`src/rtl/exec_pkg.sv`:
```
// ----------------------------------------------------------------------------
// exec_pkg
// Shared types and constants for the CPU execute stage.
//   op_t    : operation codes carried on the op bus (codes 12..15 are unused)
//   state_t : execute-stage sequencer states
//   FLAG_*  : bit positions inside the {N,Z,C,V} flags word
// ----------------------------------------------------------------------------
package exec_pkg;

    typedef enum logic [3:0] {
        ADD = 4'd0,
        SUB = 4'd1,
        AND = 4'd2,
        OR  = 4'd3,
        XOR = 4'd4,
        NOT = 4'd5,
        MOV = 4'd6,
        CMP = 4'd7,
        SHL = 4'd8,
        SHR = 4'd9,
        SAR = 4'd10,
        MUL = 4'd11
    } op_t;

    typedef enum logic [1:0] {
        ST_IDLE  = 2'd0,
        ST_SHIFT = 2'd1,
        ST_MUL   = 2'd2
    } state_t;

    localparam int FLAG_N = 3;
    localparam int FLAG_Z = 2;
    localparam int FLAG_C = 1;
    localparam int FLAG_V = 0;

endpackage

```
`src/rtl/cpu_execute_if.sv`:
```
// ----------------------------------------------------------------------------
// cpu_execute_if
// Bundle between the register-read stage, the execute stage and the
// register-file write port.
//   issue side : in_valid, in_ready, op, a, b, dst, wb_en, flush
//   result side: we, src_w, val, done, flags
// master = upstream/test driver, slave = cpu_execute.
// ----------------------------------------------------------------------------
interface cpu_execute_if #(
    parameter int WIDTH    = 16,
    parameter int REG_BITS = 4
);
    logic                in_valid;
    logic                in_ready;
    logic [3:0]          op;
    logic [WIDTH-1:0]    a;
    logic [WIDTH-1:0]    b;
    logic [REG_BITS-1:0] dst;
    logic                wb_en;
    logic                flush;
    logic                we;
    logic [REG_BITS-1:0] src_w;
    logic [WIDTH-1:0]    val;
    logic                done;
    logic [3:0]          flags;

    modport master (
        output in_valid, op, a, b, dst, wb_en, flush,
        input  in_ready, we, src_w, val, done, flags
    );

    modport slave (
        input  in_valid, op, a, b, dst, wb_en, flush,
        output in_ready, we, src_w, val, done, flags
    );
endinterface

```
`src/rtl/cpu_alu.sv`:
```
// ----------------------------------------------------------------------------
// cpu_alu
// Purely combinational single-cycle operations and their flags.
//   op       : operation code
//   a, b     : operands
//   result   : operation result
//   flags    : {N,Z,C,V} for this result
//   known    : op completes in one cycle here and updates flags
//   writes   : result may be written to the register file (not CMP)
// Shifts arrive here only with a zero count, so they pass a through.
// ----------------------------------------------------------------------------
module cpu_alu
    import exec_pkg::*;
#(
    parameter int WIDTH = 16
) (
    input  logic [3:0]       op,
    input  logic [WIDTH-1:0] a,
    input  logic [WIDTH-1:0] b,
    output logic [WIDTH-1:0] result,
    output logic [3:0]       flags,
    output logic             known,
    output logic             writes
);
    logic [WIDTH:0] sum;
    logic           c;
    logic           v;

    always_comb begin
        sum    = '0;
        result = '0;
        c      = 1'b0;
        v      = 1'b0;
        known  = 1'b1;
        writes = 1'b1;
        case (op)
            ADD: begin
                sum    = {1'b0, a} + {1'b0, b};
                result = sum[WIDTH-1:0];
                c      = sum[WIDTH];
                v      = (a[WIDTH-1] == b[WIDTH-1]) && (result[WIDTH-1] != a[WIDTH-1]);
            end
            SUB, CMP: begin
                // a + ~b + 1: carry set means no borrow (a >= b unsigned)
                sum    = {1'b0, a} + {1'b0, ~b} + {{WIDTH{1'b0}}, 1'b1};
                result = sum[WIDTH-1:0];
                c      = sum[WIDTH];
                v      = (a[WIDTH-1] != b[WIDTH-1]) && (result[WIDTH-1] != a[WIDTH-1]);
                writes = (op != CMP);
            end
            AND:           result = a & b;
            OR:            result = a | b;
            XOR:           result = a ^ b;
            NOT:           result = ~a;
            MOV:           result = b;
            SHL, SHR, SAR: result = a;
            default: begin
                known  = 1'b0;
                writes = 1'b0;
            end
        endcase
        flags         = '0;
        flags[FLAG_N] = result[WIDTH-1];
        flags[FLAG_Z] = (result == '0);
        flags[FLAG_C] = c;
        flags[FLAG_V] = v;
    end
endmodule

```
`src/rtl/cpu_execute.sv`:
```
// ----------------------------------------------------------------------------
// cpu_execute
// Execute stage: single-cycle ALU ops via cpu_alu, bit-serial shifts (one bit
// per cycle) and a 16-step shift-add multiply. Drives the register-file
// write port and the {N,Z,C,V} flags register.
//   cpu_clk : clock, rising edge
//   cpu_rst : asynchronous active-low reset
//   bus     : cpu_execute_if slave (issue handshake, operands, result port)
// in_ready is high only while idle, so upstream stalls during shift/MUL.
// ----------------------------------------------------------------------------
module cpu_execute
    import exec_pkg::*;
#(
    parameter int WIDTH    = 16,
    parameter int REG_BITS = 4
) (
    input  logic         cpu_clk,
    input  logic         cpu_rst,
    cpu_execute_if.slave bus
);
    state_t              state_reg, state_next;
    logic [3:0]          op_reg;
    logic [REG_BITS-1:0] dst_reg;
    logic                wb_en_reg;
    logic [4:0]          cnt_reg;
    logic [WIDTH-1:0]    work_reg;    // shift value, or multiplier for MUL
    logic [WIDTH-1:0]    mcand_reg;
    logic [WIDTH-1:0]    acc_reg;
    logic                we_reg, done_reg;
    logic [REG_BITS-1:0] src_w_reg;
    logic [WIDTH-1:0]    val_reg;
    logic [3:0]          flags_reg;

    logic [WIDTH-1:0]    alu_result;
    logic [3:0]          alu_flags;
    logic                alu_known, alu_writes;

    logic                accept, is_shift, start_shift, start_mul;
    logic [WIDTH-1:0]    shift_val, mul_acc, fin_res;
    logic                shift_c, fin_c, step_last;

    cpu_alu #(.WIDTH(WIDTH)) u_alu (
        .op     (bus.op),
        .a      (bus.a),
        .b      (bus.b),
        .result (alu_result),
        .flags  (alu_flags),
        .known  (alu_known),
        .writes (alu_writes)
    );

    assign accept      = bus.in_valid && (state_reg == ST_IDLE) && !bus.flush;
    assign is_shift    = (bus.op == SHL) || (bus.op == SHR) || (bus.op == SAR);
    assign start_shift = is_shift && (bus.b[3:0] != 4'd0);
    assign start_mul   = (bus.op == MUL);

    // One iteration of the active multi-cycle op
    always_comb begin
        shift_val = work_reg;
        shift_c   = 1'b0;
        case (op_reg)
            SHL: begin
                shift_val = {work_reg[WIDTH-2:0], 1'b0};
                shift_c   = work_reg[WIDTH-1];
            end
            SHR: begin
                shift_val = {1'b0, work_reg[WIDTH-1:1]};
                shift_c   = work_reg[0];
            end
            SAR: begin
                shift_val = {work_reg[WIDTH-1], work_reg[WIDTH-1:1]};
                shift_c   = work_reg[0];
            end
            default: ;
        endcase
        mul_acc   = acc_reg + (work_reg[0] ? mcand_reg : '0);
        fin_res   = (state_reg == ST_SHIFT) ? shift_val : mul_acc;
        fin_c     = (state_reg == ST_SHIFT) ? shift_c : 1'b0;
        step_last = (state_reg != ST_IDLE) && !bus.flush && (cnt_reg == 5'd1);
    end

    always_comb begin
        state_next = state_reg;
        case (state_reg)
            ST_IDLE: begin
                if (accept && start_shift)
                    state_next = ST_SHIFT;
                else if (accept && start_mul)
                    state_next = ST_MUL;
            end
            ST_SHIFT, ST_MUL: begin
                if (bus.flush || cnt_reg == 5'd1)
                    state_next = ST_IDLE;
            end
            default: state_next = ST_IDLE;
        endcase
    end

    always_ff @(posedge cpu_clk or negedge cpu_rst) begin
        if (!cpu_rst)
            state_reg <= ST_IDLE;
        else
            state_reg <= state_next;
    end

    always_ff @(posedge cpu_clk or negedge cpu_rst) begin
        if (!cpu_rst) begin
            op_reg    <= '0;
            dst_reg   <= '0;
            wb_en_reg <= 1'b0;
            cnt_reg   <= '0;
            work_reg  <= '0;
            mcand_reg <= '0;
            acc_reg   <= '0;
            we_reg    <= 1'b0;
            done_reg  <= 1'b0;
            src_w_reg <= '0;
            val_reg   <= '0;
            flags_reg <= '0;
        end else begin
            we_reg   <= 1'b0;
            done_reg <= 1'b0;
            if (accept) begin
                op_reg    <= bus.op;
                dst_reg   <= bus.dst;
                wb_en_reg <= bus.wb_en;
                if (start_shift) begin
                    work_reg <= bus.a;
                    cnt_reg  <= {1'b0, bus.b[3:0]};
                end else if (start_mul) begin
                    work_reg  <= bus.b;
                    mcand_reg <= bus.a;
                    acc_reg   <= '0;
                    cnt_reg   <= 5'd16;
                end else begin
                    done_reg <= 1'b1;
                    if (alu_known)
                        flags_reg <= alu_flags;
                    if (alu_known && alu_writes && bus.wb_en) begin
                        we_reg    <= 1'b1;
                        val_reg   <= alu_result;
                        src_w_reg <= bus.dst;
                    end
                end
            end
            // flush leaves the iteration state untouched; IDLE ignores it
            if (state_reg != ST_IDLE && !bus.flush) begin
                cnt_reg <= cnt_reg - 5'd1;
                if (state_reg == ST_SHIFT) begin
                    work_reg <= shift_val;
                end else begin
                    acc_reg   <= mul_acc;
                    mcand_reg <= {mcand_reg[WIDTH-2:0], 1'b0};
                    work_reg  <= {1'b0, work_reg[WIDTH-1:1]};
                end
            end
            if (step_last) begin
                done_reg              <= 1'b1;
                flags_reg[FLAG_N]     <= fin_res[WIDTH-1];
                flags_reg[FLAG_Z]     <= (fin_res == '0);
                flags_reg[FLAG_C]     <= fin_c;
                flags_reg[FLAG_V]     <= 1'b0;
                if (wb_en_reg) begin
                    we_reg    <= 1'b1;
                    val_reg   <= fin_res;
                    src_w_reg <= dst_reg;
                end
            end
        end
    end

    assign bus.in_ready = (state_reg == ST_IDLE);
    assign bus.we       = we_reg;
    assign bus.done     = done_reg;
    assign bus.src_w    = src_w_reg;
    assign bus.val      = val_reg;
    assign bus.flags    = flags_reg;
endmodule

```
`src/flat_wrapper.sv`:
```
// flat-port wrapper written by rule: the top's interface ports become plain ports
module cpu_execute_flat import exec_pkg::*;
#(
    parameter int WIDTH    = 16,
    parameter int REG_BITS = 4
)
  (cpu_clk, cpu_rst, bus_in_valid, bus_op, bus_a, bus_b, bus_dst, bus_wb_en, bus_flush, bus_in_ready, bus_we, bus_src_w, bus_val, bus_done, bus_flags);
  cpu_execute_if #(.WIDTH(WIDTH), .REG_BITS(REG_BITS)) bus_i ();
  input  logic cpu_clk;
  input  logic cpu_rst;
  input wire logic [$bits(bus_i.in_valid)-1:0] bus_in_valid;
  input wire logic [$bits(bus_i.op)-1:0] bus_op;
  input wire logic [$bits(bus_i.a)-1:0] bus_a;
  input wire logic [$bits(bus_i.b)-1:0] bus_b;
  input wire logic [$bits(bus_i.dst)-1:0] bus_dst;
  input wire logic [$bits(bus_i.wb_en)-1:0] bus_wb_en;
  input wire logic [$bits(bus_i.flush)-1:0] bus_flush;
  output wire logic [$bits(bus_i.in_ready)-1:0] bus_in_ready;
  output wire logic [$bits(bus_i.we)-1:0] bus_we;
  output wire logic [$bits(bus_i.src_w)-1:0] bus_src_w;
  output wire logic [$bits(bus_i.val)-1:0] bus_val;
  output wire logic [$bits(bus_i.done)-1:0] bus_done;
  output wire logic [$bits(bus_i.flags)-1:0] bus_flags;
  assign bus_i.in_valid = bus_in_valid;
  assign bus_i.op = bus_op;
  assign bus_i.a = bus_a;
  assign bus_i.b = bus_b;
  assign bus_i.dst = bus_dst;
  assign bus_i.wb_en = bus_wb_en;
  assign bus_i.flush = bus_flush;
  assign bus_in_ready = bus_i.in_ready;
  assign bus_we = bus_i.we;
  assign bus_src_w = bus_i.src_w;
  assign bus_val = bus_i.val;
  assign bus_done = bus_i.done;
  assign bus_flags = bus_i.flags;
  cpu_execute #(.WIDTH(WIDTH), .REG_BITS(REG_BITS)) u_core (.cpu_clk(cpu_clk), .cpu_rst(cpu_rst), .bus(bus_i));
endmodule
```
`config.mk`:
```
export PLATFORM = sky130hd
export DESIGN_NAME = cpu_execute_flat
export DESIGN_NICKNAME = d
export VERILOG_FILES = /design/src/rtl/exec_pkg.sv /design/src/rtl/cpu_execute_if.sv /design/src/rtl/cpu_alu.sv /design/src/rtl/cpu_execute.sv /design/src/flat_wrapper.sv
export SDC_FILE = /design/constraint.sdc
export NUM_CORES = 1
export LEC_CHECK = 0
export CAP_MARGIN = 20
export CORE_MARGIN = 2
export CORE_UTILIZATION = 44
export CTS_BUF_LIST = sky130_fd_sc_hd__clkbuf_2 sky130_fd_sc_hd__clkbuf_4 sky130_fd_sc_hd__clkbuf_8
export CTS_CLUSTER_DIAMETER = 150
export CTS_CLUSTER_SIZE = 8
export DETAILED_ROUTE_END_ITERATION = 7
export PLACE_DENSITY_LB_ADDON = 0.12
export SKIP_LAST_GASP = 1
export SLEW_MARGIN = 40
export SYNTH_ARGS = -nofsm -noshare
export SYNTH_HDL_FRONTEND = slang
export SYNTH_SLANG_ARGS = --single-unit
```
`constraint.sdc`:
```
create_clock -name cpu_clk -period 10.7 [get_ports cpu_clk]
set_input_delay 2.14 -clock cpu_clk [delete_from_list [all_inputs] [get_ports cpu_clk]]
set_output_delay 2.14 -clock cpu_clk [all_outputs]
set_load 0.1 [all_outputs]
```
==> results.cfg <==
[route]
wl_per_cell_um = 21.5
routed_wl_um = 30700
postRouteAntennaNets = 0
drtIter0Drc = 795
viasPerCell = 6.23
drc = 0
drt-pass1-iter-count = 5
vias = 8911

[critical_path]
r2r_start = u_core.work_reg[0]
crit_family = compound AO/OA/AOI/OAI gates
worstPathMaxFanout = 6
startpoint = bus_a[0]
crit_slowest_cell = clkdlybuf4s50_1
path_buf_inv = 2
endpoint_kind = register
critPathLaunchType = input pin
worstPathRequired_ps = 10980
critical_path.cell_chain = clkdlybuf4s50_1, inv_1, ha_1, fa_1, or2_4, a221oi_4, o21ai_2, o31a_1, a221o_1, a221oi_2, nand3_1, nor4_1, a31oi_1, o31ai_1
arrival_ps = 5890
r2r_slack_ps = 6410
max_stage_delay_ps = 610
crit_type = in2reg

[synth]
synth_top_family_by_area = compound AO/OA/AOI/OAI gates
synth_edf_count = 0
yosysTopAreaCellShare_pct = 25.7
syn-mean-instance-area_um2 = 7.75
yosysMostFrequentCell = nand2_1
synthCells = 1129
synthTopCellsByCount = 137 x nand2_1, 106 x nor2_1, 92 x a21oi_1, 90 x dfrtp_1, 73 x o21ai_0
synth_fa_ha_area_share_pct = 10.3
synthTopCellsByArea = dfrtp_1 26%, ha_1 9.6%, nand2_1 5.9%
synth_flop_cell = dfrtp_1
ys_warn_count = 0
synth_nets = 1244
synthXorXnorAreaFrac_pct = 1.90
synth_compound_area_share_pct = 30.7
synth_top_area_cell = dfrtp_1
synth_cell_types = 85
netlist_area_um2 = 8750
ys_ff_latch = 90
async_flop_share_pct = 100
synth_simple_gate_area_share_pct = 21.7
synthMuxAreaShare_pct = 3.62
yosysSeqAreaShare_pct = 25.7

[sta]
finalHoldViolations = 0
max_slew_margin_pct = 42.6
fmax_mhz = 178
tightest_slew_ps = 858
setup_tns_ps = 0
layout_setup_ws_ps = 5100
skew_ps = 15.2
setup_violations = 0
fin_crit_ps = 5600
fin_crit_sh_pct = 52.4
slew_viol_final = 0
rsz0062_at_grt = false

[floorplan]
core_area_um2 = 19500
dieWidth_um = 145
initial_core_util_pct = 44.9
fp-row-count = 51
die_h_um = 145
io_pins = 72
fp.dieArea_um2 = 21000

[global_routing]
antenna_found_initial = 0
grt_max_degree = 68
grt_util_all_layers_pct = 29.2
grt_pass1_wl_um = 48700
grt_pass1_vias = 8446
grt_overflow = 0

[pwr]
ir_drop_mv = 0.140
swShare_pct = 55.4
clock_power_share_pct = 11.1
p_int_uw = 1000
powerDensity_nw_per_um2 = 231
seqPwrFrac_pct = 29.6
leakagePower_uw = 0.00415
pwr-share-comb_pct = 59.2
power.switching_uw = 1250

[place]
dpl.hpwl_um = 23200
place.gp.congestion = 0.995
postPlaceCellArea_um2 = 9530
pre_cts_ws_ps = 4760
io_buffers = 71

[clock_tree]
htree_num_levels = 3
insertion_delay_ps = 380
cts.reportedPaths.clkPinSlew_ps = 100
cts_tree = done
root_buffer = clkbuf_8
cts_resized = 0
post-cts-setup-buffers = 0
numCtsBuffers = 9
clockBufferDepth = 2
cts.hold.buffers_added = 0
clock_sinks = 90

[cells_and_area]
final_net_count = 1275
multi_input_area_um2 = 6010
diodes = 0
drive_gt1_share_pct = 8.07
design_area_um2 = 9740
area_delta_synth_final_pct = 11.4
fillers = 1949
seq_area_um2 = 2250
utilization_pct = 50.1

[min_path]
hp-start = u_core.dst_reg[1]
hold_class = reg2reg

[flow_run]
cap_violations = 0

[outcome]
outcome = complete, no violations
per-stage QoR:
step	hold WS (ps)	std cells	power, uW
2_1_floorplan	446	1129	1630
3_3_place_gp	459	1414	2020
3_5_place_dp	463	1414	1980
6_report	485	1430	2250
4_1_cts	488	1430	2230
5_1_grt	517	1430	2400
power groups by stage:
stage | clock (uW) | combinational, uW | sequential (uW)
after floorplan | 0 | 744 | 889
after global placement | 0 | 1350 | 667
after detailed placement | 0 | 1310 | 665
after CTS | 256 | 1320 | 658
after global routing | 269 | 1440 | 684
final | 251 | 1330 | 667
tightest hold or removal path, stage by stage, from the launching register on:
cell	delay, ps
dfrtp_1	350
nand2_1	50
nand2_1	60
cell usage in the layout (no fill, tap or decap), types with 23 or more instances in the layout:
cell type        Yosys  routed
mux2i_1             26      26
nand2_1            137     136
dfrtp_1             90      89
buf_2               22      27
a21oi_1             92      92
ha_1                67      67
clkdlybuf4s50_1      0      43
nor3_1              27      26
and2_1              23      23
o21ai_0             73      73
a211oi_1            23      23
nor2_1             106     103
inv_1               59      59
final cells by class:
class                   count  share of cell area, %
clock inverters             6                  0.745
well taps                 265                   3.40
repair buffers             90                   7.38
multi-input cells         910                   61.7
flip-flops and latches     90                   23.1
inverters                  59                   2.27
clock buffers              10                   1.41
worst paths after layout:
kind	end	depth (start not counted)
min reg2reg	u_core.dst_reg[1]	2
max in group asynchronous	u_core.op_reg[1]	2
max	u_core.bus.flags[2]	14
min	u_core.dst_reg[1]	2
min in group asynchronous	u_core.acc_reg[2]	1
max reg2reg	u_core.bus.flags[2]	13
kinds of logic after synthesis:
logic type,Yosys count
AOI/OAI and AO/OA,397
xor gates and xnor gates,19
adders and majority gates,70
buffers and inverters,129
DFF,90
muxes,30
and+or+nand+nor,394
layer usage:
layer | global-route usage (%) | wire (um) | vias to the layer above
met5 | 0 | 0 | -
met4 | 9.31 | 884 | 0
met3 | 4.09 | 2020 | 50
met2 | 45.1 | 13600 | 387
met1 | 42.0 | 14200 | 4264
li1 | - | - | 4210
Note: power is estimated with default switching activity, not from simulation.
